--- src/rtl/rob_pkg.sv ---
// Shared ROB recovery types and sizing constants.
package rob_pkg;

    localparam int ROB_DEPTH = 128;
    localparam int ROB_IDX_W = 7;
    localparam int ARCH_W    = 5;
    localparam int PHYS_W    = 8;

    typedef logic [ROB_IDX_W-1:0] rob_idx_t;
    typedef logic [ARCH_W-1:0]    arch_reg_t;
    typedef logic [PHYS_W-1:0]    phys_reg_t;

    typedef enum logic [1:0] {
        IDLE,
        DRAIN,
        WALK,
        REDIRECT
    } recov_state_e;

endpackage

--- src/rtl/rob_walk_lanes.sv ---
// Combinational lane generator for the squash walk: youngest-first ROB
// indices below the cursor, the valid mask and the number of active lanes.
module rob_walk_lanes #(
    parameter int IDX_W  = 7,
    parameter int WALK_W = 4
) (
    input  logic                    en_i,
    input  logic [IDX_W-1:0]        cursor_i,
    input  logic [IDX_W:0]          remaining_i,
    output logic [WALK_W*IDX_W-1:0] idx_o,
    output logic [WALK_W-1:0]       valid_o,
    output logic [IDX_W:0]          count_o
);
    import rob_pkg::*;

    localparam logic [IDX_W:0] LANES = (IDX_W+1)'(WALK_W);

    assign count_o = !en_i ? '0 : ((remaining_i > LANES) ? LANES : remaining_i);

    // Indices wrap naturally in IDX_W bits since DEPTH is a power of two.
    for (genvar gi = 0; gi < WALK_W; gi++) begin : g_lane
        assign valid_o[gi] = ((IDX_W+1)'(gi) < count_o);
        assign idx_o[gi*IDX_W +: IDX_W] = valid_o[gi] ? (cursor_i - IDX_W'(gi)) : '0;
    end

endmodule

--- src/rtl/rob_recovery_ctrl.sv ---
// ROB rollback sequencer: drain, youngest-first rename walk, tail rewind and redirect.
// Optional statistics counters are enabled by defining ROB_RECOVERY_STATS_EN.
module rob_recovery_ctrl #(
    parameter int DEPTH  = 128,
    parameter int IDX_W  = 7,
    parameter int WALK_W = 4,
    parameter int ARCH_W = 5,
    parameter int PHYS_W = 8
) (
    input  logic                     clk,
    input  logic                     reset,
    input  logic                     exc_valid,
    input  logic [IDX_W-1:0]         exc_index,
    input  logic [IDX_W-1:0]         rob_tail,
    output logic [WALK_W*IDX_W-1:0]  rd_index,
    input  logic [WALK_W*ARCH_W-1:0] rd_arch,
    input  logic [WALK_W*PHYS_W-1:0] rd_phys,
    output logic [WALK_W-1:0]        restore_valid,
    output logic [WALK_W*ARCH_W-1:0] restore_arch,
    output logic [WALK_W*PHYS_W-1:0] restore_phys,
    output logic                     dispatch_stall,
    output logic                     tail_set_valid,
    output logic [IDX_W-1:0]         tail_set_value,
    output logic                     redirect,
    output logic                     busy
`ifdef ROB_RECOVERY_STATS_EN
    ,
    output logic [15:0]              recovery_count,
    output logic [23:0]              squash_total
`endif
);
    import rob_pkg::*;

    localparam logic [IDX_W:0] IDX_MASK = (IDX_W+1)'(DEPTH - 1);

    recov_state_e     state_q, state_d;
    logic [IDX_W-1:0] exc_idx_q, exc_idx_d;
    logic [IDX_W-1:0] cursor_q, cursor_d;
    logic [IDX_W:0]   remaining_q, remaining_d;
    logic [IDX_W:0]   lane_count;
    logic [IDX_W-1:0] tail_diff;
    logic             walk_en;

    assign walk_en   = (state_q == WALK);
    assign tail_diff = rob_tail - exc_idx_q;

    rob_walk_lanes #(
        .IDX_W  (IDX_W),
        .WALK_W (WALK_W)
    ) u_lanes (
        .en_i        (walk_en),
        .cursor_i    (cursor_q),
        .remaining_i (remaining_q),
        .idx_o       (rd_index),
        .valid_o     (restore_valid),
        .count_o     (lane_count)
    );

    always_ff @(posedge clk) begin
        if (!reset) begin
            state_q     <= IDLE;
            exc_idx_q   <= '0;
            cursor_q    <= '0;
            remaining_q <= '0;
        end else begin
            state_q     <= state_d;
            exc_idx_q   <= exc_idx_d;
            cursor_q    <= cursor_d;
            remaining_q <= remaining_d;
        end
    end

    always_comb begin
        state_d     = state_q;
        exc_idx_d   = exc_idx_q;
        cursor_d    = cursor_q;
        remaining_d = remaining_q;
        case (state_q)
            IDLE: begin
                // Tail is sampled one cycle later so same-cycle inserts are counted.
                if (exc_valid) begin
                    exc_idx_d = exc_index;
                    state_d   = DRAIN;
                end
            end
            DRAIN: begin
                cursor_d    = rob_tail - IDX_W'(1);
                remaining_d = {1'b0, tail_diff} & IDX_MASK;
                state_d     = (tail_diff == '0) ? REDIRECT : WALK;
            end
            WALK: begin
                cursor_d    = cursor_q - lane_count[IDX_W-1:0];
                remaining_d = remaining_q - lane_count;
                if (remaining_q == lane_count) begin
                    state_d = REDIRECT;
                end
            end
            REDIRECT: state_d = IDLE;
            default:  state_d = IDLE;
        endcase
    end

    always_comb begin
        busy           = (state_q != IDLE);
        dispatch_stall = busy;
        tail_set_valid = (state_q == REDIRECT);
        redirect       = tail_set_valid;
        tail_set_value = tail_set_valid ? exc_idx_q : '0;
    end

    for (genvar gi = 0; gi < WALK_W; gi++) begin : g_restore
        assign restore_arch[gi*ARCH_W +: ARCH_W] =
            restore_valid[gi] ? rd_arch[gi*ARCH_W +: ARCH_W] : '0;
        assign restore_phys[gi*PHYS_W +: PHYS_W] =
            restore_valid[gi] ? rd_phys[gi*PHYS_W +: PHYS_W] : '0;
    end

`ifdef ROB_RECOVERY_STATS_EN
    logic [15:0] recovery_count_q;
    logic [23:0] squash_total_q;
    logic [24:0] squash_sum;

    assign squash_sum = {1'b0, squash_total_q} + 25'($countones(restore_valid));

    always_ff @(posedge clk) begin
        if (!reset) begin
            recovery_count_q <= '0;
            squash_total_q   <= '0;
        end else begin
            if (tail_set_valid && (recovery_count_q != '1)) begin
                recovery_count_q <= recovery_count_q + 16'd1;
            end
            squash_total_q <= squash_sum[24] ? '1 : squash_sum[23:0];
        end
    end

    assign recovery_count = recovery_count_q;
    assign squash_total   = squash_total_q;
`endif

endmodule

--- config.mk ---
export PLATFORM = sky130hd
export DESIGN_NAME = rob_recovery_ctrl
export DESIGN_NICKNAME = d
export VERILOG_FILES = /design/src/rtl/rob_pkg.sv /design/src/rtl/rob_walk_lanes.sv /design/src/rtl/rob_recovery_ctrl.sv
export SDC_FILE = /design/constraint.sdc
export NUM_CORES = 1
export LEC_CHECK = 0
export ABC_CLOCK_PERIOD_IN_PS = 6200
export CORE_MARGIN = 5
export CORE_UTILIZATION = 44
export DETAILED_ROUTE_END_ITERATION = 8
export HOLD_SLACK_MARGIN = 0.15
export PLACE_DENSITY = 0.88
export SLEW_MARGIN = 5
export SYNTH_ARGS = -nofsm -noshare
export SYNTH_HDL_FRONTEND = slang
export SYNTH_SLANG_ARGS = --single-unit
--- constraint.sdc ---
create_clock -name clk -period 6.2 [get_ports clk]
set_clock_uncertainty 0.15 [all_clocks]
set_input_delay 1.24 -clock clk [delete_from_list [all_inputs] [get_ports clk]]
set_output_delay 1.24 -clock clk [all_outputs]
set_load 0.03 [all_outputs]
==> metrics.cfg <==
[status]
status=completed

[pwr]
vdd_drop_max_v=0.000297
power.leakage_uw=0.00197
power_density_mw_per_mm2=372

[logic_synthesis]
synth_edf_count=0
synth_compound_area_frac=0.178
synth-simple-area-share=0.361
synth_top_family_by_area=simple AND/OR/NAND/NOR gates
synth-warning-count=0
synth.avg_cell_area_sq_um=7.22
synth_adder_area_share=0.148
synth.mux.area_fraction=0.0197
synthFlopType=dfxtp_1
yosys.area.top_type_share=0.155
synthTopCellsByArea=dfxtp_1 15%, ha_1 13%, and2_1 11%, nor2_1 5.7%, xnor2_1 4.8%
synth.distinct_cells=62
synth_common_cells=54 x and2_1, 47 x nor2_1, 32 x ha_1, 27 x inv_1
synth-seq-cells=24
yosysTopAreaCell=dfxtp_1
synth_xor_area_frac=0.0677
netlist_instances=430
syn_area_sq_mm=0.00311
yosysMostFrequentCell=and2_1
seq_area_frac_synth=0.155
async_flop_share=0

[critical_path]
cp-end-kind=output port
crit_type=register to output port
critPathMaxFanout=18
critPathLaunchType=register
worst_path_max_delay_cell=clkdlybuf4s50_1
cp.required_ns=4.81
max_stage_delay_ns=0.61
cp_cell_sequence=nor3_4, nand3_2, a21oi_1, nand2b_1, inv_2, and2_1, clkdlybuf4s50_1
worstPathArrival_ns=2.73

[routing]
vias=3584
drt_iter0_markers=231
drcViolationCount=0
ant_nets=0
post_drt_wl_per_cell_um=15.8
drt-vias-per-instance=5.29
drt_first_pass_iters=4
wl_um=10700

[clock_network]
clockRootBuffer=clkbuf_8
ctsHtreeMaxLevel=1
cts_hold_buf=0
cts_buffers=3
cts_tree=built
cts.sinks=24
clk_pin_slew_worst_paths_ns=0.09
cts-resized-gates=0
cts_buffer_depth=2
clk_latency_ns=0.27
cts_setup_buffers=0

[floorplanning]
ioPinCount=164
die_w_um=94.0
start_util=0.455
die_y_um=94.0
design.die.area_sq_mm=0.00884
core_sq_mm=0.00683
rows=30

[global_routing]
grt_max_degree=48
overflow=0
antenna_found_initial=0
grtUsageMet2=0.435
busiest_layer=met2
grt_pass1_wl_um=16900
grt_util_met1=0.277
met3_usage=0.0545
grt_usage=0.234
first_global_vias=3437

[flow_run]
drv_cap=0

[hold_path]
hold_path.class=register to register

[timing]
fmax_ghz=0.243
worst_pin_slew_ns=0.610
worst_slack_ns=2.08
drv_slew=0
maxSlewHeadroom=0.593
rsz0062_at_grt=no
fin_crit_ns=4.12
fin_crit_sh=0.665
setup_viol=0
tns_ns=0
finalHoldViolations=0

[placed_design]
routabilityCongestion=0.871
place_hpwl_um=8870
place_ws_ns=2.28
portBuffers=163

[layout]
n_antenna_cell=0
areaGrowthSynthToFinish_pct=55.9
final_layout_size_suffix_gt1_frac=0.0292
fillerInstances=551
layout.nets=687

[state kept, by name, summed over array words and instances, names as in the netlist]
| signal | count |
|---|---|
| remaining_q | 8 |
| exc_idx_q | 7 |
| cursor_q | 7 |
| state_q | 2 |
[power breakdown]
| group | total (uW) | internal, uW | switching (uW) |
|---|---|---|---|
| sequential | 307 | 207 | 100 |
| combinational | 1380 | 578 | 806 |
| clock | 110 | 56.8 | 52.9 |
| total | 1800 | 842 | 959 |
[placed cells by master, fill, tap and decap left out, drive strengths merged, types with 4 or more instances in the layout]
| cell | count |
|---|---|
| clkdlybuf4s50 | 163 |
| and2 | 54 |
| nor2 | 48 |
| ha | 32 |
| inv | 29 |
| nand2 | 24 |
| dfxtp | 24 |
| a21oi | 22 |
| nand3 | 19 |
| xnor2 | 17 |
| and3 | 16 |
| o21ai | 12 |
| nor3 | 10 |
| nand2b | 9 |
| conb | 9 |
| nor2b | 8 |
| a211oi | 8 |
| xor2 | 7 |
| o211ai | 6 |
| mux2i | 5 |
| o21a | 4 |
| clkbuf | 4 |
| o311ai | 4 |
[kinds of logic (layout without fill, tap and decap cells)]
| kind of cell | Yosys count | count (layout) |
|---|---|---|
| adders and majority gates | 35 | 35 |
| other | 1 | 9 |
| xor gates and xnor gates | 24 | 24 |
| buffers and inverters | 53 | 197 |
| AOI/OAI and AO/OA | 79 | 79 |
| and+or+nand+nor | 208 | 208 |
| muxes | 6 | 6 |
| DFF | 24 | 24 |
[worst max-delay path: cells and delay by family, from the launching register on]
kind	cells	cell delay, ns
DFF	1	0.37
buffers and inverters	2	0.76
and+or+nand+nor	4	1.13
AOI/OAI and AO/OA	1	0.19
[area by class of cell]
class	count	area, sq um	area share
multi-input combinational	361	2440	0.504
timing repair buffer	164	1640	0.338
sequential	24	480	0.0992
tap	96	120	0.0248
inverter	29	109	0.0225
clock buffer	4	55.1	0.0114
[final timing paths]
kind	startpoint	cells after the start	to	slack, ns
max	remaining_q[5]	7	restore_phys[19]	2.08
min	exc_idx_q[5]	2	exc_idx_q[5]	0.32
max reg2reg	state_q[0]	10	remaining_q[5]	2.84
min reg2reg	exc_idx_q[5]	2	exc_idx_q[5]	0.32
[metrics by stage]
step / total power (uW) / cells / instance area, sq um / utilization / hold slack (ns)
final: 1800 / 678 / 4840 / 0.709 / 0.321
after global routing: 1950 / 678 / 4840 / 0.709 / 0.343
after CTS: 1800 / 678 / 4840 / 0.709 / 0.325
after detailed placement: 1690 / 674 / 4790 / 0.701 / 0.311
after global placement: 1640 / 674 / 4790 / 0.701 / 0.304
after floorplan: 1270 / 438 / 3140 / - / 0.295
[metal layers]
metal  up-vias  wire [um]
met5         -          0
li1       1776          -
met1      1662       4420
met4         0         82
met3        13        907
met2       133       5320
Power figures use the tool's default switching activity.
